## src/rtl/sd_data_tx_pkg.sv

```systemverilog
// Shared types and constants for the SD 4-bit DAT-line block transmitter.
// Holds the FSM state encoding, the CRC16 generator and the CRC status token codes.
package sd_data_tx_pkg;

  typedef enum logic [3:0] {
    ST_IDLE,
    ST_PREFETCH,
    ST_START,
    ST_DATA,
    ST_CRC,
    ST_END,
    ST_RELEASE,
    ST_STAT,
    ST_BUSY,
    ST_DONE
  } state_t;

  localparam int          CRC_BITS   = 16;
  localparam logic [15:0] CRC16_POLY = 16'h1021;
  localparam logic [2:0]  STAT_OK    = 3'b010;

  // One serial step of CRC16 (x^16+x^12+x^5+1), MSB-first input.
  function automatic logic [15:0] crc16_step(input logic [15:0] crc, input logic din);
    logic w_fb;
    w_fb = crc[15] ^ din;
    return {crc[14:0], 1'b0} ^ (w_fb ? CRC16_POLY : 16'h0000);
  endfunction

endpackage

```

## src/rtl/sd_data_tx_crc16_serial.sv

```systemverilog
// Bit-serial CRC16 for one DAT line: accumulates data bits, then shifts the
// remainder out MSB-first on o_msb.
module sd_crc16_serial
  import sd_data_tx_pkg::*;
(
  input  logic i_clk,
  input  logic i_rst_n,
  input  logic i_clr,
  input  logic i_en,
  input  logic i_shift,
  input  logic i_din,
  output logic o_msb
);

  logic [CRC_BITS-1:0] r_crc;

  always_ff @(posedge i_clk or negedge i_rst_n) begin
    if (!i_rst_n) begin
      r_crc <= '0;
    end else if (i_clr) begin
      r_crc <= '0;
    end else if (i_en) begin
      r_crc <= crc16_step(r_crc, i_din);
    end else if (i_shift) begin
      r_crc <= {r_crc[CRC_BITS-2:0], 1'b0};
    end
  end

  assign o_msb = r_crc[CRC_BITS-1];

endmodule

```

## src/rtl/sd_data_tx.sv

```systemverilog
// SD 4-bit DAT write transmitter: start bit, 1024 nibbles, per-line CRC16, end bit,
// then CRC status token and busy. Optional status/busy timeout via SD_TX_TIMEOUT_EN.
module sd_data_tx
  import sd_data_tx_pkg::*;
#(
  parameter int NIBBLES = 1024
`ifdef SD_TX_TIMEOUT_EN
  , parameter int TIMEOUT_CYCLES = 65535
`endif
) (
  input  logic                       iclk,
  input  logic                       irst_n,
  input  logic                       istart,
  output logic [$clog2(NIBBLES)-1:0] oaddr,
  input  logic [3:0]                 irdata,
  output logic [3:0]                 odata_sd,
  output logic                       odata_sd_en,
  input  logic [3:0]                 idata_sd,
  output logic                       odone,
  output logic                       oerr
);

  localparam int            AW       = $clog2(NIBBLES);
  localparam logic [AW-1:0] LAST_NIB = AW'(NIBBLES - 1);
  localparam logic [AW-1:0] LAST_CRC = AW'(CRC_BITS - 1);

  state_t        r_state, w_state_nxt;
  logic [AW-1:0] r_cnt, w_cnt_nxt;
  logic [AW-1:0] r_addr, w_addr_nxt;
  logic [2:0]    r_stat, w_stat_nxt;
  logic          r_endbit, w_endbit_nxt;
  logic          r_err, w_err_nxt;
  logic          w_crc_clr, w_crc_en, w_crc_shift;
  logic [3:0]    w_crc_bits;
  logic          w_dat0;
  logic          w_unused_dat;

  assign w_dat0       = idata_sd[0];
  assign w_unused_dat = ^idata_sd[3:1];

`ifdef SD_TX_TIMEOUT_EN
  logic [15:0] r_tmo;

  // Counts cycles spent waiting for the card; restarts every time STAT is entered.
  always_ff @(posedge iclk or negedge irst_n) begin
    if (!irst_n) begin
      r_tmo <= '0;
    end else if (r_state == ST_RELEASE) begin
      r_tmo <= '0;
    end else if (r_state == ST_STAT || r_state == ST_BUSY) begin
      r_tmo <= r_tmo + 16'd1;
    end
  end
`endif

  always_ff @(posedge iclk or negedge irst_n) begin
    if (!irst_n) begin
      r_state  <= ST_IDLE;
      r_cnt    <= '0;
      r_addr   <= '0;
      r_stat   <= '0;
      r_endbit <= 1'b0;
      r_err    <= 1'b0;
    end else begin
      r_state  <= w_state_nxt;
      r_cnt    <= w_cnt_nxt;
      r_addr   <= w_addr_nxt;
      r_stat   <= w_stat_nxt;
      r_endbit <= w_endbit_nxt;
      r_err    <= w_err_nxt;
    end
  end

  // r_cnt is the nibble index in DATA, the CRC bit index in CRC and the token bit index in STAT.
  always_comb begin
    w_state_nxt  = r_state;
    w_cnt_nxt    = r_cnt;
    w_addr_nxt   = r_addr;
    w_stat_nxt   = r_stat;
    w_endbit_nxt = r_endbit;
    w_err_nxt    = r_err;
    w_crc_clr    = 1'b0;
    w_crc_en     = 1'b0;
    w_crc_shift  = 1'b0;
    case (r_state)
      ST_IDLE: begin
        w_addr_nxt = '0;
        if (istart) begin
          w_state_nxt = ST_PREFETCH;
          w_err_nxt   = 1'b0;
          w_crc_clr   = 1'b1;
          w_cnt_nxt   = '0;
        end
      end
      ST_PREFETCH: w_state_nxt = ST_START;
      ST_START: begin
        w_state_nxt = ST_DATA;
        w_cnt_nxt   = '0;
        w_addr_nxt  = AW'(1);
      end
      // Address runs one nibble ahead of the data on the bus because of the RAM read latency.
      ST_DATA: begin
        w_crc_en = 1'b1;
        if (r_cnt == LAST_NIB) begin
          w_state_nxt = ST_CRC;
          w_cnt_nxt   = '0;
          w_addr_nxt  = '0;
        end else begin
          w_cnt_nxt  = r_cnt + AW'(1);
          w_addr_nxt = r_cnt + AW'(2);
        end
      end
      ST_CRC: begin
        w_crc_shift = 1'b1;
        if (r_cnt == LAST_CRC) begin
          w_state_nxt = ST_END;
          w_cnt_nxt   = '0;
        end else begin
          w_cnt_nxt = r_cnt + AW'(1);
        end
      end
      ST_END: w_state_nxt = ST_RELEASE;
      ST_RELEASE: begin
        w_state_nxt = ST_STAT;
        w_cnt_nxt   = '0;
      end
      ST_STAT: begin
        if (r_cnt == '0) begin
          if (!w_dat0) w_cnt_nxt = AW'(1);
        end else if (r_cnt <= AW'(3)) begin
          w_stat_nxt = {r_stat[1:0], w_dat0};
          w_cnt_nxt  = r_cnt + AW'(1);
        end else begin
          w_endbit_nxt = w_dat0;
          w_state_nxt  = ST_BUSY;
          w_cnt_nxt    = '0;
        end
      end
      ST_BUSY: begin
        if (w_dat0) begin
          w_state_nxt = ST_DONE;
          w_err_nxt   = !((r_stat == STAT_OK) && r_endbit);
        end
      end
      ST_DONE: w_state_nxt = ST_IDLE;
      default: w_state_nxt = ST_IDLE;
    endcase
`ifdef SD_TX_TIMEOUT_EN
    if ((r_state == ST_STAT || r_state == ST_BUSY) && r_tmo == 16'(TIMEOUT_CYCLES - 1)) begin
      w_state_nxt = ST_DONE;
      w_err_nxt   = 1'b1;
    end
`endif
  end

  for (genvar g = 0; g < 4; g++) begin : g_crc
    sd_crc16_serial u_crc (
      .i_clk   (iclk),
      .i_rst_n (irst_n),
      .i_clr   (w_crc_clr),
      .i_en    (w_crc_en),
      .i_shift (w_crc_shift),
      .i_din   (irdata[g]),
      .o_msb   (w_crc_bits[g])
    );
  end

  // Bus drive decodes straight from the state so an async reset releases DAT at once.
  always_comb begin
    odata_sd    = 4'hF;
    odata_sd_en = 1'b0;
    case (r_state)
      ST_START: begin
        odata_sd    = 4'h0;
        odata_sd_en = 1'b1;
      end
      ST_DATA: begin
        odata_sd    = irdata;
        odata_sd_en = 1'b1;
      end
      ST_CRC: begin
        odata_sd    = w_crc_bits;
        odata_sd_en = 1'b1;
      end
      ST_END:  odata_sd_en = 1'b1;
      default: odata_sd_en = 1'b0;
    endcase
  end

  assign oaddr = r_addr;
  assign odone = (r_state == ST_DONE);
  assign oerr  = r_err;

endmodule

```

## config.mk

```make
export PLATFORM = sky130hd
export DESIGN_NAME = sd_data_tx
export DESIGN_NICKNAME = d
export VERILOG_FILES = /design/src/rtl/sd_data_tx_pkg.sv /design/src/rtl/sd_data_tx_crc16_serial.sv /design/src/rtl/sd_data_tx.sv
export SDC_FILE = /design/constraint.sdc
export NUM_CORES = 1
export LEC_CHECK = 0
export CAP_MARGIN = 5
export CORE_ASPECT_RATIO = 0.7
export CORE_UTILIZATION = 53
export CTS_CLUSTER_DIAMETER = 200
export DETAILED_ROUTE_END_ITERATION = 7
export PLACE_DENSITY = 0.77
export SYNTH_ARGS = -nofsm -noshare
export SYNTH_HDL_FRONTEND = slang
export SYNTH_SLANG_ARGS = --single-unit
```

## constraint.sdc

```tcl
create_clock -name iclk -period 2.45 [get_ports iclk]
set_input_delay 0.49 -clock iclk [delete_from_list [all_inputs] [get_ports iclk]]
set_output_delay 0.49 -clock iclk [all_outputs]
set_load 0.03 [all_outputs]
```

==> results.json <==
{
  "status": "completed",
  "netlist_top_cells_count": "nand2_1, dfrtp_1, nand3_1",
  "slew_headroom_pct": 27.6,
  "fp-row-count": 26,
  "cts.reportedPaths.clkPinSlew_ns": 0.06,
  "critPathCaptureType": "flip-flop",
  "final_max_slew_viol_count": 0,
  "cp.required_ns": 2.68,
  "die_area_um2": 8390,
  "r2r_start": "r_cnt[9]$_DFFE_PN0P_",
  "wl_mm": 9.35,
  "ff2ff_path_depth": 5,
  "antenna_found_initial": 0,
  "synth_top_area_share_pct": 54.8,
  "synthTopCellsByArea": "dfrtp_1, nand2_1, nand3_1, o21ai_0, xor2_1",
  "area_growth_pct": 18.9,
  "io_pins": 28,
  "grt-ovfl-total": 0,
  "drive_gt1_share_pct": 12.5,
  "start_util_pct": 56.6,
  "portBuffers": 24,
  "maxCapViolations": 0,
  "drt_pass1_iterations": 5,
  "path_cells": "or4_4 > o31a_1 > or3_4 > a21o_1 > mux2_4",
  "r2r-end": "r_state[3]$_DFFE_PN0P_",
  "core_area_um2": 7510,
  "ir_drop_v": 0.000697,
  "cts-root-buf": "clkbuf_16",
  "dp_hpwl_mm": 5.93,
  "grt_max_degree": 94,
  "finalInstanceArea_um2": 5050,
  "fill_cells": 607,
  "via_count": 3384,
  "syn_avg_cell_area_um2": 9.16,
  "cts_max_level": 3,
  "cts_tree": "yes",
  "synth_seq_cells": 93,
  "finalCriticalPeriod_ns": 2.40,
  "die_w_um": 109,
  "wl_per_cell_um": 15.5,
  "cp_slowest_cell": "or4_4",
  "synth_top_area_cell": "dfrtp_1",
  "rrSetupSlack_ns": 0.05,
  "max_stage_delay_ns": 0.60,
  "place_area_um2": 4770,
  "cp_num_buf_inv": 0,
  "ant_nets": 0,
  "insertion_delay_ns": 0.34,
  "die_height_um": 76.9,
  "synth_area_um2": 4250,
  "p_leak_uw": 0.00237,
  "critical_path_class": "flip-flop to flip-flop",
  "post-synth-top-count-cell": "nand2_1",
  "hold_violations": 0,
  "fmax_ghz": 0.417,
  "fin_worst_skew_ns": 0.00516,
  "holdWs_ns": 0.172,
  "power_density_nw_per_um2": 866,
  "cts_buffers": 9,
  "fin_tns_setup_ns": 0,
  "cp_max_fo": 5,
  "grt_pass1_vias": 3166,
  "min_period_over_period_pct": 97.8,
  "drc": 0,
  "cts_buffer_depth": 2,
  "gr-usage-all-layers_pct": 24.2,
  "cts_hold_buf": 0,
  "total_power_uw": 4380,
  "grt_pass1_wl_mm": 15.5,
  "cpLargestDelayFamily": "simple AND/OR/NAND/NOR gates",
  "yosys_warnings": 0,
  "finalSetupViolCount": 0,
  "via_per_inst": 5.61,
  "diodes": 0,
  "worst_slack_ns": 0.0534,
  "seq_area_frac_synth_pct": 54.8,
  "gp_congestion": 0.880,
  "final_nets": 515,
  "drt-initial-drc-count": 309,
  "cp.arrival_ns": 2.63,
  "cp-start-kind": "flip-flop",
  "synthArstFlopShare_pct": 100,
  "netlist_instances": 464,
  "hp-class": "input pin to async pin",
  "synth.net_count": 478,
  "synth-edff-count": 0,
  "yosysUniqueCellTypes": 40,
  "place_ws_ns": 0.0626,
  "synthFlopType": "dfrtp_1",
  "clkSinkCount": 93,
  "tightest_slew_ns": 1.08
}
## registers in the layout, indices dropped and copies added (netlist names)
signal	cells
g_crc.u_crc.r_crc	64
oaddr	10
r_cnt	10
r_state	4
r_stat	3
oerr	1
r_endbit	1
## metrics by stage
| stage | cells | utilization [%] |
|---|---|---|
| 5_1_grt | 603 | 67.2 |
| 2_1_floorplan | 464 | - |
| 6_report | 603 | 67.2 |
| 3_5_place_dp | 587 | 63.4 |
| 3_3_place_gp | 587 | 63.4 |
| 4_1_cts | 602 | 67.0 |
## worst max path at each step
stage,from,cells past startpoint,to
2_1_floorplan,r_cnt[8]$_DFFE_PN0P_,5,r_state[3]$_DFFE_PN0P_
3_3_place_gp,irdata[2],4,odata_sd[2]
3_5_place_dp,irdata[0],4,odata_sd[0]
4_1_cts,r_cnt[9]$_DFFE_PN0P_,5,r_state[0]$_DFFE_PN0P_
5_1_grt,r_cnt[9]$_DFFE_PN0P_,5,r_state[3]$_DFFE_PN0P_
6_report,r_cnt[9]$_DFFE_PN0P_,5,r_state[3]$_DFFE_PN0P_
## report_power, final
group,switching (uW),internal [uW]
registers,332,2090
clock network,575,712
logic,392,278
## final cells by class
type                    instances  area, um2  share of cell area (%)
well taps                      98        123                    2.43
repair buffers                 52        477                    9.44
clock buffers                  10        239                    4.73
flip-flops and latches         93       2330                    46.1
clock inverters                 5       36.3                   0.718
inverters                       4       15.0                   0.297
multi-input cells             341       1840                    36.3
## kinds of logic (layout without fill, tap and decap cells)
group                    Yosys count  count (layout)  share of synthesized area [%]
AO/OA/AOI/OAI                     68              68                           9.60
flip-flops                        93              93                           54.8
XOR/XNOR                          19              19                           3.92
buffers and inverters             31              71                           2.74
AND/OR/NAND/NOR                  243             244                           26.2
multiplexers                       7               7                           1.91
adder cells (fa/ha/maj)            3               3                          0.883
## placed cells by master (no fill, tap or decap), types with 7 or more instances in the layout
cell             instances
a21oi_1                 13
buf_4                   27
clkbuf_16                9
clkdlybuf4s50_1         17
dfrtp_1                 93
nand2_1                131
nand3_1                 67
nor2_1                  10
o21ai_0                 31
o21bai_1                 7
xor2_1                  15
## timing repair
item	4_1_cts	5_1_grt
buffers inserted	0	0
pin swaps	0	1
setup endpoints to repair	5	17
cloned	0	1
gates resized for setup	5	2
## metal layers
| layer | up-vias | track usage (%) | wire, um |
|---|---|---|---|
| li1 | 1661 | - | - |
| met1 | 1599 | 36.3 | 4620 |
| met2 | 108 | 33.8 | 4030 |
| met3 | 16 | 5.95 | 546 |
| met4 | 0 | 8.38 | 154 |
| met5 | - | 0 | 0 |
Note: power is estimated with default switching activity, not from simulation.
